==> src/rtl/voice_alloc.sv <==
// Polyphonic voice allocator: one note event is accepted at a time, the voice
// table is scanned one slot per cycle, then the chosen voice is updated.
module voice_alloc #(
  parameter int unsigned VOICES = 4,
  parameter int unsigned AGE_W  = 4
) (
  input  logic                  clk,
  input  logic                  rst,
  input  logic                  note_on,
  input  logic                  note_off,
  input  logic [6:0]            note,
  output logic                  ev_ready,
  output logic                  ev_drop,
  output logic [7*VOICES-1:0]   voice_note,
  output logic [VOICES-1:0]     voice_gate,
  output logic [VOICES-1:0]     voice_trig,
  output logic                  voice_steal,
  output logic                  any_gate
);

  localparam int unsigned IDX_W = (VOICES > 1) ? $clog2(VOICES) : 1;

  localparam logic [1:0] IDLE  = 2'd0;
  localparam logic [1:0] SCAN  = 2'd1;
  localparam logic [1:0] APPLY = 2'd2;

  logic [1:0]       state;
  logic [IDX_W-1:0] idx;
  logic             ev_on;
  logic [6:0]       ev_note;
  logic [AGE_W-1:0] age [VOICES];

  logic             same_hit, free_hit, old_hit;
  logic [IDX_W-1:0] same_idx, free_idx, old_idx;
  logic [AGE_W-1:0] old_age;

  logic [6:0]       scan_note;
  logic             scan_gate;
  logic [AGE_W-1:0] scan_age;
  logic [IDX_W-1:0] tgt;
  logic             do_steal;
  logic             strobe;

  assign strobe   = note_on | note_off;
  assign ev_ready = (state == IDLE);
  assign any_gate = |voice_gate;

  always_comb begin
    scan_note = '0;
    scan_gate = 1'b0;
    scan_age  = '0;
    for (int unsigned i = 0; i < VOICES; i++) begin
      if (idx == IDX_W'(i)) begin
        scan_note = voice_note[i*7 +: 7];
        scan_gate = voice_gate[i];
        scan_age  = age[i];
      end
    end
  end

  // Priority: retrigger same note, else first free voice, else steal oldest.
  always_comb begin
    do_steal = !same_hit && !free_hit;
    if (same_hit)
      tgt = same_idx;
    else if (free_hit)
      tgt = free_idx;
    else
      tgt = old_idx;
  end

  always_ff @(posedge clk) begin
    if (rst) begin
      state       <= IDLE;
      idx         <= '0;
      ev_on       <= 1'b0;
      ev_note     <= '0;
      voice_note  <= '0;
      voice_gate  <= '0;
      voice_trig  <= '0;
      voice_steal <= 1'b0;
      ev_drop     <= 1'b0;
      same_hit    <= 1'b0;
      free_hit    <= 1'b0;
      old_hit     <= 1'b0;
      same_idx    <= '0;
      free_idx    <= '0;
      old_idx     <= '0;
      old_age     <= '0;
      for (int unsigned i = 0; i < VOICES; i++)
        age[i] <= '0;
    end else begin
      voice_trig  <= '0;
      voice_steal <= 1'b0;
      ev_drop     <= 1'b0;
      case (state)
        IDLE: begin
          if (strobe) begin
            ev_on    <= note_on;
            ev_note  <= note;
            idx      <= '0;
            same_hit <= 1'b0;
            free_hit <= 1'b0;
            old_hit  <= 1'b0;
            ev_drop  <= note_on && note_off;
            state    <= SCAN;
          end
        end
        SCAN: begin
          ev_drop <= strobe;
          if (scan_gate && scan_note == ev_note && !same_hit) begin
            same_hit <= 1'b1;
            same_idx <= idx;
          end
          if (!scan_gate && !free_hit) begin
            free_hit <= 1'b1;
            free_idx <= idx;
          end
          // Strict compare keeps the lowest index on equal ages.
          if (scan_gate && (!old_hit || scan_age > old_age)) begin
            old_hit <= 1'b1;
            old_idx <= idx;
            old_age <= scan_age;
          end
          if (idx == IDX_W'(VOICES - 1))
            state <= APPLY;
          else
            idx <= idx + 1'b1;
        end
        APPLY: begin
          ev_drop <= strobe;
          state   <= IDLE;
          if (ev_on) begin
            voice_steal <= do_steal;
            for (int unsigned i = 0; i < VOICES; i++) begin
              if (IDX_W'(i) == tgt) begin
                voice_note[i*7 +: 7] <= ev_note;
                voice_gate[i]        <= 1'b1;
                voice_trig[i]        <= 1'b1;
                age[i]               <= '0;
              end else if (age[i] != '1) begin
                age[i] <= age[i] + 1'b1;
              end
            end
          end else begin
            for (int unsigned i = 0; i < VOICES; i++) begin
              if (voice_gate[i] && voice_note[i*7 +: 7] == ev_note)
                voice_gate[i] <= 1'b0;
            end
          end
        end
        default: state <= IDLE;
      endcase
    end
  end

endmodule
==> config.mk <==
export PLATFORM = sky130hd
export DESIGN_NAME = voice_alloc
export DESIGN_NICKNAME = d
export VERILOG_FILES = /design/src/rtl/voice_alloc.sv
export SDC_FILE = /design/constraint.sdc
export NUM_CORES = 1
export LEC_CHECK = 0
export CORE_ASPECT_RATIO = 1.75
export CORE_UTILIZATION = 28
export DETAILED_ROUTE_END_ITERATION = 8
export PLACE_DENSITY = 0.42
export SYNTH_ARGS = -nofsm -noshare
export SYNTH_HDL_FRONTEND = slang
export SYNTH_SLANG_ARGS = --single-unit
==> constraint.sdc <==
create_clock -name clk -period 8.3 [get_ports clk]
set_input_delay 1.245 -clock clk [delete_from_list [all_inputs] [get_ports clk]]
set_output_delay 1.245 -clock clk [all_outputs]
set_load 0.005 [all_outputs]
==> results.ini <==
[placed_design]
port-buffer-count = 50
routabilityCongestion = 0.809
placed_cells = 626
post-dp-hpwl_microns = 9240

[sta]
relSlewSlack_pct = 24.7
fin_crit_sh_pct = 49.9
rsz0062_at_grt = no
worst_pin_slew_ps = 1130
hold_violations = 0
fmax_mhz = 242
min_period_ps = 4140
drv_slew = 0
clock_skew_ps = 8.47
setup_violations = 0
setup_tns_ps = 0

[hold_path]
holdCritPathClass = reg -> reg

[cells_and_area]
n_antenna_cell = 0
drive_gt1_share_pct = 8.44
area_delta_synth_final_pct = 21.2
stdcell_count = 642
final_nets = 484

[route]
via_count = 3309
initialDrtViolationCount = 137
firstDrtPassIters = 6
viasPerCell = 5.15
routedWlPerCell_microns = 19.5
drc_errors = 0
ant_nets = 0
routed_wl_microns = 12500

[pwr]
p_total_mw = 0.944
ir_drop_mv = 0.0904
leakage_nw = 1.98
power_density_mw_per_mm2 = 186

[synthesis]
async_reset_ff_share_pct = 0
synth.yosys.warnings = 0
seq_area_frac_synth_pct = 41.7
synth_nets = 449
synth_top_area_share_pct = 30.2
synth_area_sq_mm = 0.00418
synth-main-ff-cell = dfxtp_1
syn_avg_cell_area_sq_um = 9.90
synthCells = 422
synth-seq-cells = 79
synth_area_leaders = dfxtp_1 30%, edfxtp_1 12%, xor2_1 7.1%
synth_edf_count = 16
ys_types = 53
synth_top_area_cell = dfxtp_1

[setup_path]
cp-end-kind = flip-flop
crit_path_max_fanout = 25
path_buf_inv = 2
cp_slowest_cell = clkdlybuf4s50_1
cp_top_family = buffers and inverters
crit_type = in -> reg
max_stage_delay_ps = 980
start_kind = primary input
crit_chain = clkdlybuf4s50_1, inv_1, nand3_1, nor2b_1, a22o_1
critical_path_required_ps = 8580
arrival_ps = 4420

[job]
drv_cap = 0

[floorplanning]
initial_utilization_pct = 28.9
die_w_microns = 94.3
io_pins = 51
dieArea_sq_mm = 0.0154
fp.coreArea_sq_mm = 0.0144
die_h_microns = 164
rows = 58

[grt]
track_usage_pct = 17.3
grt_pass1_wl_microns = 19500
grt_pass1_vias = 3392
grt_max_degree = 34
antenna_found_initial = 0
grt-ovfl-total = 0

[clocking]
cts_max_level = 3
cts_tree = done
clk_pin_slew_ps = 70
cts_resized = 0
clk_latency_ps = 340
root_buffer = clkbuf_16
cts_made_buffers = 9
cts_buffer_depth = 2
cts_setup_buffers = 0
clock_sinks = 79
holdBufCountCts = 0

[status]
status = finished, final reports clean

## flip-flops by register name, indices dropped and copies added (netlist names)
register,count
voice_note,28
age,16
ev_note,7
old_age,4
voice_gate,4
voice_trig,4
free_idx,2
idx,2
old_idx,2
same_idx,2
state,2
ev_drop,1
ev_on,1
free_hit,1
old_hit,1
same_hit,1
voice_steal,1
## worst min-delay path, stage by stage, from the launching register on
cell	delay, ps
dfxtp_1	310
nand2_1	50
mux2i_1	60
## final timing paths
| check | slack (ps) | to | startpoint | cells past startpoint |
|---|---|---|---|---|
| setup / recovery | 4160 | voice_note[12]$_SDFFE_PP0P_ | rst | 5 |
| hold / removal | 460 | old_idx[1]$_SDFFE_PP0P_ | old_idx[1]$_SDFFE_PP0P_ | 2 |
| setup reg to reg | 4560 | old_age[0]$_SDFFE_PP0P_ | idx[0]$_SDFFE_PP0P_ | 13 |
| hold reg to reg | 460 | old_idx[1]$_SDFFE_PP0P_ | old_idx[1]$_SDFFE_PP0P_ | 2 |
## Yosys cell counts, types with 2 or more instances
library cell / count
dfxtp_1: 63
nor2_1: 36
xor2_1: 34
a22o_1: 28
inv_1: 22
nand2_1: 22
edfxtp_1: 16
ha_1: 16
mux2i_1: 15
a21oi_1: 14
nor3_1: 14
clkbuf_1: 11
buf_2: 9
xnor2_1: 9
nor2b_1: 8
nor4_1: 8
a221oi_1: 7
a211oi_1: 6
nand3b_1: 6
nor3b_2: 6
o21ai_0: 6
a311oi_1: 5
nand2b_1: 5
nand3_1: 5
a311o_1: 4
o21ai_1: 4
a22oi_1: 3
a31oi_2: 3
buf_6: 3
a211oi_2: 2
a31o_1: 2
a31o_2: 2
and2_1: 2
buf_1: 2
buf_4: 2
nand4_1: 2
o21a_1: 2
o22ai_1: 2
o311a_1: 2
## cells by family (layout without fill, tap and decap cells)
kind of cell,after synthesis,after routing,synth area share (%)
and+or+nand+nor,120,120,15.7
DFF,79,79,41.7
adders and majority gates,16,16,4.79
muxes,15,15,3.59
buffers and inverters,50,90,5.75
AOI/OAI and AO/OA,99,99,19.5
xor gates and xnor gates,43,43,9.02
## per-layer routing
layer / wire length, microns / GRT usage [%]
met5: 0 / 0
met4: 275 / 7.06
met3: 350 / 2.28
met2: 7090 / 32.4
met1: 4780 / 18.9
## cells in the final DEF, fill, tap and decap left out, types with 2 or more instances in the layout
cell,count
nor3b_2,6
xor2_1,34
a31o_2,2
nand2b_1,5
o311a_1,2
o21a_1,2
dfxtp_1,63
o22ai_1,2
a31oi_2,3
ha_1,16
clkbuf_16,9
nand3_1,5
o21ai_1,4
o21ai_0,6
a311oi_1,5
nor2_1,36
a22o_1,28
edfxtp_1,16
xnor2_1,9
a211oi_1,6
a211oi_2,2
a221oi_1,7
nand3b_1,6
buf_4,2
mux2i_1,15
nor2b_1,8
a21oi_1,14
inv_6,2
inv_1,22
nor3_1,14
nor4_1,8
a31o_1,2
nand4_1,2
clkdlybuf4s50_1,50
and2_1,2
nand2_1,22
a311o_1,4
a22oi_1,3
## layout make-up
| type | instances | area [sq um] |
|---|---|---|
| clock buffers | 9 | 225 |
| clock inverters | 7 | 78.8 |
| fillers | 1483 | 9380 |
| inverters | 22 | 82.6 |
| multi-input cells | 293 | 2190 |
| flip-flops and latches | 79 | 1740 |
| well taps | 180 | 225 |
| repair buffers | 52 | 515 |
## through the flow
| step | hold WS (ps) | util, % | worst slack, ps | area [sq um] |
|---|---|---|---|---|
| after global routing | 498 | 35.1 | 3880 | 5060 |
| after CTS | 466 | 35.1 | 4080 | 5060 |
| after global placement | 447 | 33.0 | 3770 | 4760 |
| after detailed placement | 457 | 33.0 | 3730 | 4760 |
| after floorplan | 438 | - | 5490 | 4180 |
| final | 462 | 35.1 | 4160 | 5060 |
## power by group
part           leakage, nW  internal, mW  switching, mW
clock network        0.153         0.238          0.175
logic                 1.15        0.0480         0.0597
registers            0.675         0.401         0.0237
total                 1.98         0.686          0.258
Power figures use the tool's default switching activity.
